[src/rtl/instr_mem_loader_pkg.sv]
// instr_mem_loader_pkg: shared FSM states and word/byte constants for the program loader
package instr_mem_loader_pkg;
  localparam int BYTE_WIDTH = 8;
  localparam int BYTES_PER_WORD = 4;
  localparam logic [63:0] HALT_WORD = '1;
  typedef enum logic [1:0] {
    ST_IDLE  = 2'd0,
    ST_LOAD  = 2'd1,
    ST_DONE  = 2'd2,
    ST_ERROR = 2'd3
  } state_t;
endpackage

[src/rtl/instr_mem_loader_word_assembler.sv]
// word_assembler: packs accepted bytes big-endian into words, pulses ready with the 4th byte
module word_assembler
  import instr_mem_loader_pkg::*;
#(
  parameter int NB_BYTE = BYTE_WIDTH
) (
  input  logic                              clk,
  input  logic                              rst,
  input  logic                              clear,
  input  logic                              accept,
  input  logic [NB_BYTE-1:0]                data,
  output logic [BYTES_PER_WORD*NB_BYTE-1:0] word,
  output logic                              ready
);
  localparam int NB_SH = (BYTES_PER_WORD - 1) * NB_BYTE;
  logic [1:0]       cnt;
  logic [NB_SH-1:0] sh;
  always_ff @(posedge clk or posedge rst)
    if (rst) begin
      cnt <= '0;
      sh  <= '0;
    end else if (clear) begin
      cnt <= '0;
      sh  <= '0;
    end else if (accept) begin
      cnt <= cnt + 2'd1;
      sh  <= {sh[NB_SH-NB_BYTE-1:0], data};
    end
  // the word is completed combinationally so the top can register it on the 4th byte's edge
  assign word  = {sh, data};
  assign ready = accept && cnt == 2'(BYTES_PER_WORD - 1);
endmodule

[src/rtl/instr_mem_loader.sv]
// instr_mem_loader: loads a UART byte stream into instruction memory, then releases the CPU
module instr_mem_loader
  import instr_mem_loader_pkg::*;
#(
  parameter int NB_DATA = BYTES_PER_WORD * BYTE_WIDTH,
  parameter int NB_ADDR = 10,
  parameter int NB_BYTE = BYTE_WIDTH
) (
  input  logic               i_clock,
  input  logic               i_reset,
  input  logic               i_start,
  input  logic [NB_BYTE-1:0] i_rx_data,
  input  logic               i_rx_valid,
  output logic               o_imem_wr_enb,
  output logic [NB_ADDR-1:0] o_imem_wr_addr,
  output logic [NB_DATA-1:0] o_imem_wr_data,
  output logic               o_busy,
  output logic               o_done,
  output logic               o_overflow,
  output logic               o_cpu_enb,
  output logic [NB_ADDR:0]   o_word_count
);
  localparam logic [NB_DATA-1:0] HALT = NB_DATA'(HALT_WORD);
  state_t               state, nxt;
  logic [NB_ADDR-1:0]   addr;
  logic [NB_DATA-1:0]   word;
  logic                 ready, arm, accept;
  assign arm    = i_start && state != ST_LOAD;
  assign accept = state == ST_LOAD && i_rx_valid && !i_start;
  // i_start in LOAD keeps the load running but throws away any partial word
  word_assembler #(.NB_BYTE(NB_BYTE)) u_asm (
    .clk   (i_clock),
    .rst   (i_reset),
    .clear (i_start),
    .accept(accept),
    .data  (i_rx_data),
    .word  (word),
    .ready (ready)
  );
  always_comb begin
    nxt = state;
    if (arm) nxt = ST_LOAD;
    else if (ready) nxt = word == HALT ? ST_DONE : &addr ? ST_ERROR : state;
  end
  always_ff @(posedge i_clock or posedge i_reset)
    if (i_reset) begin
      state          <= ST_IDLE;
      addr           <= '0;
      o_imem_wr_enb  <= 1'b0;
      o_imem_wr_addr <= '0;
      o_imem_wr_data <= '0;
      o_word_count   <= '0;
      o_busy         <= 1'b0;
      o_done         <= 1'b0;
      o_overflow     <= 1'b0;
      o_cpu_enb      <= 1'b0;
    end else begin
      state         <= nxt;
      o_busy        <= nxt == ST_LOAD;
      o_done        <= nxt == ST_DONE;
      o_overflow    <= nxt == ST_ERROR;
      o_cpu_enb     <= nxt == ST_DONE;
      o_imem_wr_enb <= ready;
      if (arm) begin
        addr         <= '0;
        o_word_count <= '0;
      end else if (ready) begin
        o_imem_wr_addr <= addr;
        o_imem_wr_data <= word;
        addr           <= addr + NB_ADDR'(1);
        o_word_count   <= o_word_count + (NB_ADDR+1)'(1);
      end
    end
endmodule

[config.mk]
export PLATFORM = sky130hd
export DESIGN_NAME = instr_mem_loader
export DESIGN_NICKNAME = d
export VERILOG_FILES = /design/src/rtl/instr_mem_loader_pkg.sv /design/src/rtl/instr_mem_loader_word_assembler.sv /design/src/rtl/instr_mem_loader.sv
export SDC_FILE = /design/constraint.sdc
export NUM_CORES = 1
export LEC_CHECK = 0
export BUFFER_PORTS_ARGS = -buffer_cell sky130_fd_sc_hd__buf_4
export CORE_MARGIN = 5
export CORE_UTILIZATION = 45
export DETAILED_ROUTE_END_ITERATION = 10
export PLACE_DENSITY = 0.76
export SLEW_MARGIN = 0
export SYNTH_ARGS = -nofsm -noshare
export SYNTH_HDL_FRONTEND = slang
export SYNTH_HIERARCHICAL = 1
export SYNTH_SLANG_ARGS = --single-unit
[constraint.sdc]
create_clock -name i_clock -period 2.6 [get_ports i_clock]
set_clock_uncertainty 0.2 [all_clocks]
set_input_delay 0.26 -clock i_clock [delete_from_list [all_inputs] [get_ports i_clock]]
set_output_delay 0.26 -clock i_clock [all_outputs]
set_load 0.1 [all_outputs]
==> impl_metrics.yaml, run 1 <==
floorplanning:
  start_util_pct: 46.46
  die_w_um: 105.4
  die_area_mm2: 0.01110
  die_h_um: 105.4
  core_area_mm2: 0.008806
  ios: 70
  rows: 34
worst_setup_path:
  critPathTopFamily: "simple AND/OR/NAND/NOR gates"
  reg2reg_depth: 7
  path_buf_inv: 0
  end_kind: "register"
  critical_path.startpoint_type: "register"
  crit_type: "register to register"
  r2r_end: "o_overflow$_DFF_PP0_"
  max_stage_delay_ps: 420
  r2r-start: "state[1]$_DFF_PP0_"
  crit_chain: "nand2b_4 -> nor3b_2 -> and2_2 -> nand3_2 -> nor3_2 -> a21bo_2 -> a21oi_1"
  arrival_ps: 2350
  worstPathRequired_ps: 2650
  reg2reg_setup_slack_ps: 300
  cp_slowest_cell: "dfrtp_1"
  path_max_fanout: 8
detailed_routing:
  drt_iter0_drc: 97
  wl_per_cell_um: 16.40
  dr.pass1.iters: 4
  vias: 2635
  drc: 0
  postRouteAntennaNets: 0
  wl_um: 8265
  via_per_inst: 5.228
clocking:
  insertion_delay_ps: 350
  path_clk_slew_ps: 90
  clock_path_buffers: 2
  cts-buffers-inserted: 9
  h-tree-depth: 3
  post-cts-setup-buffer-count: 0
  cts_tree: "built"
  cts-root-buf: "clkbuf_8"
  numClockSinks: 95
sta:
  hold_violations: 0
  setup_tns_ps: 0
  worst_pin_slew_ps: 685.3
  fmax_ghz: 0.4346
  rsz0062_at_grt: "no"
  slew_violations: 0
  whs_ps: 105.9
  slew_headroom_pct: 54.25
  final.min_clock_period_ps: 2301
  post-route-period-util_pct: 88.50
  setup_viol: 0
synthesis:
  synth_area_mm2: 0.004091
  ys_ff_latch: 95
  synthCells: 318
  synth_top_area_share_pct: 58.10
  yosys_warnings: 6
  async_flop_share_pct: 100.0
  avgSynthCellArea_um2: 12.87
  synth_nets: 333
  yosysTopAreaCell: "dfrtp_1"
  yosysSeqAreaShare_pct: 58.10
  ys_types: 39
  synthFlopType: "dfrtp_1"
  netlist_top_cells_area: "dfrtp_1 (58%), mux2_2 (9.4%), mux2i_1 (6.6%)"
  synth-edff-count: 0
  synth_most_common_cell: "dfrtp_1"
  ys_top_cells_by_count: "dfrtp_1 (95), nor2_1 (47), mux2_2 (34), mux2i_1 (27), nand4_1 (13)"
hold_path:
  worst_hold_startpoint: "i_start"
  hold_depth: 2
  hold_class: "input port to register"
  whs_endpoint: "u_asm/sh[17]$_DFFE_PP0P_"
final_layout:
  antenna_cells: 0
  final_layout_size_suffix_gt1_share_pct: 34.34
  area_growth_pct: 19.79
  layout.nets: 406
global_routing:
  grt_pass1_vias: 2810
  grt_max_degree: 43
  use_met2_pct: 25.96
  grt_pass1_wl_um: 14350
  use_met1_pct: 20.46
  grtUsageMet3_pct: 5.868
  grt.overflow.total: 0
  top_usage_layer: "met2"
  grt_use_total_pct: 15.98
  antenna_found_initial: 0
power_and_ir_drop:
  p_per_area_mw_per_mm2: 551.4
  vdd_drop_max_uv: 338.5
  p_leak_nw: 2.485
placed_design:
  gp_congestion: 0.8089
  io_buffers: 69
  place_hpwl_um: 5660
run:
  maxCapViolations: 0
run_status:
  outcome: "complete, no violations"
[per-layer routing]
layer,vias to the layer above,wire length [um]
met5,-,0
met4,0,72
met3,7,514
met2,73,4086
met1,1317,3591
li1,1238,-
[where the power goes]
group / leakage [nW] / switching [mW] / total (mW) / internal [mW]
combinational: 1.07 / 0.157 / 0.227 / 0.0699
clock: 0.103 / 0.485 / 0.956 / 0.472
sequential: 1.31 / 0.0214 / 1.52 / 1.50
total: 2.48 / 0.663 / 2.70 / 2.04
[logic make-up (layout without fill, tap and decap cells)]
kind of cell / Yosys count / in the layout / share of synthesized area, %
buffers and inverters: 26 / 104 / 5.168
DFF: 95 / 95 / 58.10
and+or+nand+nor: 95 / 95 / 11.96
AOI/OAI and AO/OA: 12 / 12 / 1.835
xor gates and xnor gates: 18 / 18 / 3.853
adders and majority gates: 3 / 3 / 0.9175
muxes: 69 / 69 / 18.17
[what timing repair did]
| action | CTS | global route |
|---|---|---|
| hold endpoints to repair | 73 | 0 |
| gates resized for setup | 0 | 1 |
| endpoints found under the setup margin | 0 | 1 |
| hold buffers | 9 | 0 |
[cells in the final DEF, fill, tap and decap left out, types with 2 or more instances in the layout]
master / n
a21oi_1: 4
and3_1: 3
and4_1: 3
buf_4: 74
clkbuf_8: 10
clkinv_2: 2
clkinv_4: 2
dfrtp_1: 95
dlygate4sd3_1: 9
ha_1: 3
inv_1: 3
mux2_1: 8
mux2_2: 34
mux2i_1: 27
nand2_1: 7
nand3_1: 4
nand3_2: 2
nand4_1: 13
nor2_1: 47
nor3_1: 4
o21ai_0: 2
or3_1: 2
xnor2_1: 8
xor2_1: 10
[metrics by stage]
step	instance area (um2)	instances	utilization [%]	worst slack (ps)	total power [mW]
floorplan	4091	318	-	197.7	1.719
global placement	4611	479	52.36	319.0	1.763
detailed placement	4611	479	52.36	230.2	1.768
CTS	4900	504	55.64	204.6	2.739
global route	4901	504	55.66	97.95	2.828
finish	4901	504	55.66	299.1	2.702
[final cells by class]
type,count,area [um2]
well taps,108,135.1
repair buffers,84,665.6
flip-flops and latches,95,2377
fillers,733,3905
clock buffers,11,141.4
clock inverters,5,57.56
multi-input cells,197,1509
inverters,4,15.01
[sequential cells by signal (all words and copies together) (netlist names)]
register and cells:
addr 10, o_busy 1, o_cpu_enb 1, o_imem_wr_addr 10, o_imem_wr_data 32, o_imem_wr_enb 1
o_overflow 1, o_word_count 11, state 2, u_asm/cnt 2, u_asm/sh 24
[worst max path at each step]
stage / start / endpoint / slack (ps) / depth (start not counted)
finish: state[1]$_DFF_PP0_ / o_overflow$_DFF_PP0_ / 300 / 7
global route: state[1]$_DFF_PP0_ / o_overflow$_DFF_PP0_ / 100 / 7
CTS: state[1]$_DFF_PP0_ / o_imem_wr_data[19]$_DFFE_PP0P_ / 200 / 5
global placement: state[1]$_DFF_PP0_ / o_cpu_enb$_DFF_PP0_ / 320 / 7
floorplan: state[1]$_DFF_PP0_ / o_word_count[6]$_DFFE_PP0P_ / 200 / 10
detailed placement: state[1]$_DFF_PP0_ / o_imem_wr_data[29]$_DFFE_PP0P_ / 230 / 5
No activity file was read; power rests on OpenSTA's default activity.
==> inputs of run 2 (changes only) <==
Settings changed: MAX_ROUTING_LAYER set to met4, PLACE_DENSITY 0.76 to 0.66.
Clock period 2.6 ns to 2.2 ns, I/O delays scaled along.
==> impl_metrics.yaml, run 2 (synthesis results as in run 1) <==
run_status:
  outcome: "complete, no violations"
worst_setup_path:
  cp_slowest_cell: "dfrtp_1"
  path_max_fanout: 7
  crit_type: "register to register"
  crit_start: "state[1]$_DFF_PP0_"
  worstPathRequired_ps: 2280
  path_buf_inv: 0
  r2r-start: "state[1]$_DFF_PP0_"
  end_kind: "register"
  arrival_ps: 2170
  crit_chain: "nand2b_4 -> nor3b_4 -> and2_4 -> nand3_4 -> nor3_4 -> a21bo_2 -> a21oi_1"
  max_stage_delay_ps: 410
  critPathTopFamily: "simple AND/OR/NAND/NOR gates"
  critical_path.startpoint_type: "register"
detailed_routing:
  vias: 2650
  wl_per_cell_um: 16.10
  postRouteAntennaNets: 0
  drt_iter0_drc: 104
  top_layer: "met4"
  drc: 0
  dr_wl_met3_um: 333
  dr.pass1.iters: 4
  wl_met1_um: 3763
  wl_um: 8193
  route.met2.wl_um: 3974
  via_per_inst: 5.206
final_layout:
  fillers: 766
  regArea_mm2: 0.002377
  largestRegisters: "o_imem_wr_data x32, u_asm/sh x24, o_word_count x11"
  final_util_pct: 56.98
  layout.nets: 415
  multi_input_area_mm2: 0.001551
  final_cell_mix: "dfrtp_1 (95), buf_4 (80), nor2_1 (47), mux2_2 (34), mux2i_1 (27)"
  largest_register_ffs: 32
  largest-register: "o_imem_wr_data"
  final_layout_size_suffix_gt1_share_pct: 35.41
  antenna_cells: 0
  area_growth_pct: 22.63
  final_common_cell: "dfrtp_1"
sta:
  setup_viol: 0
  worst_pin_slew_ps: 430.3
  slew_headroom_pct: 71.31
  hold_violations: 0
  fmax_ghz: 0.4776
  fin_ws_ps: 106.2
  whs_ps: 200.0
  post-route-period-util_pct: 95.17
  final.min_clock_period_ps: 2094
  slew_violations: 0
placed_design:
  gp_congestion: 0.7639
  pre_cts_ws_ps: 19.31
  io_buffers: 69
  place_hpwl_um: 5648
clocking:
  cts-root-buf: "clkbuf_8"
  clock_path_buffers: 2
  path_clk_slew_ps: 80
  numClockSinks: 95
  insertion_delay_ps: 350
  cts-buffers-inserted: 9
  h-tree-depth: 3
  cts_tree: "built"
hold_path:
  worst_hold_startpoint: "i_start"
  hold_class: "input port to register"
floorplanning:
  die_w_um: 105.4
  die_h_um: 105.4
  ios: 70
  core_area_mm2: 0.008806
  start_util_pct: 46.46
  die_area_mm2: 0.01110
  rows: 34
global_routing:
  grt_use_total_pct: 15.91
  antenna_found_initial: 0
  grt.overflow.total: 0
  grt_pass1_wl_um: 13830
  grt_max_degree: 70
  grt_pass1_vias: 2663
run:
  maxCapViolations: 0
power_and_ir_drop:
  power_mw: 3.239
  p_leak_nw: 2.555
  p_per_area_mw_per_mm2: 645.5
  vdd_drop_max_uv: 405.3
## run 2: what timing repair did
action	in CTS	in global routing
setup endpoints to repair	0	13
resized for setup	0	4
buffers inserted	0	5
endpoints found under the hold margin	111	0
hold buffers	9	0
## run 2: worst paths after layout
path | endpoint | cells after the start | slack (ps)
max in group asynchronous | o_imem_wr_data[7]$_DFFE_PP0P_ | 4 | 1170
min in group asynchronous | o_imem_wr_data[31]$_DFFE_PP0P_ | 4 | 280
setup / recovery | o_overflow$_DFF_PP0_ | 7 | 110
setup reg to reg | o_overflow$_DFF_PP0_ | 7 | 110
hold / removal | u_asm/cnt[0]$_DFFE_PP0P_ | 3 | 200
hold reg to reg | o_imem_wr_addr[3]$_DFFE_PP0P_ | 1 | 300
## run 2: cell type report
cell class / count / area share (%)
Sequential cell: 95 / 47.38
Multi-Input combinational cell: 198 / 30.92
Timing Repair Buffer: 92 / 14.96
Tap cell: 108 / 2.693
Clock buffer: 10 / 2.544
Clock inverter: 2 / 1.197
Inverter: 4 / 0.2993
## run 2: tightest hold or removal path, stage by stage
cell    delay (ps)
buf_4          110
buf_4          310
nor2_2          70
## run 2: power by group
| group | internal [mW] | switching [mW] |
|---|---|---|
| clock | 0.617 | 0.550 |
| combinational | 0.0891 | 0.187 |
| sequential | 1.77 | 0.0253 |
| total | 2.48 | 0.762 |
## run 2: layer usage
layer | vias to the layer above | track usage (%)
li1 | 1255 | -
met1 | 1326 | 21.90
met2 | 57 | 23.54
met3 | 12 | 2.873
met4 | 0 | 6.092
met5 | - | -
## run 2: metrics by stage
stage | cells | setup TNS, ps | cell area (um2)
2_1_floorplan | 318 | -59.98 | 4103
3_3_place_gp | 482 | 0 | 4667
3_5_place_dp | 482 | 0 | 4667
4_1_cts | 503 | 0 | 4945
5_1_grt | 509 | -81.66 | 5017
6_report | 509 | 0 | 5017
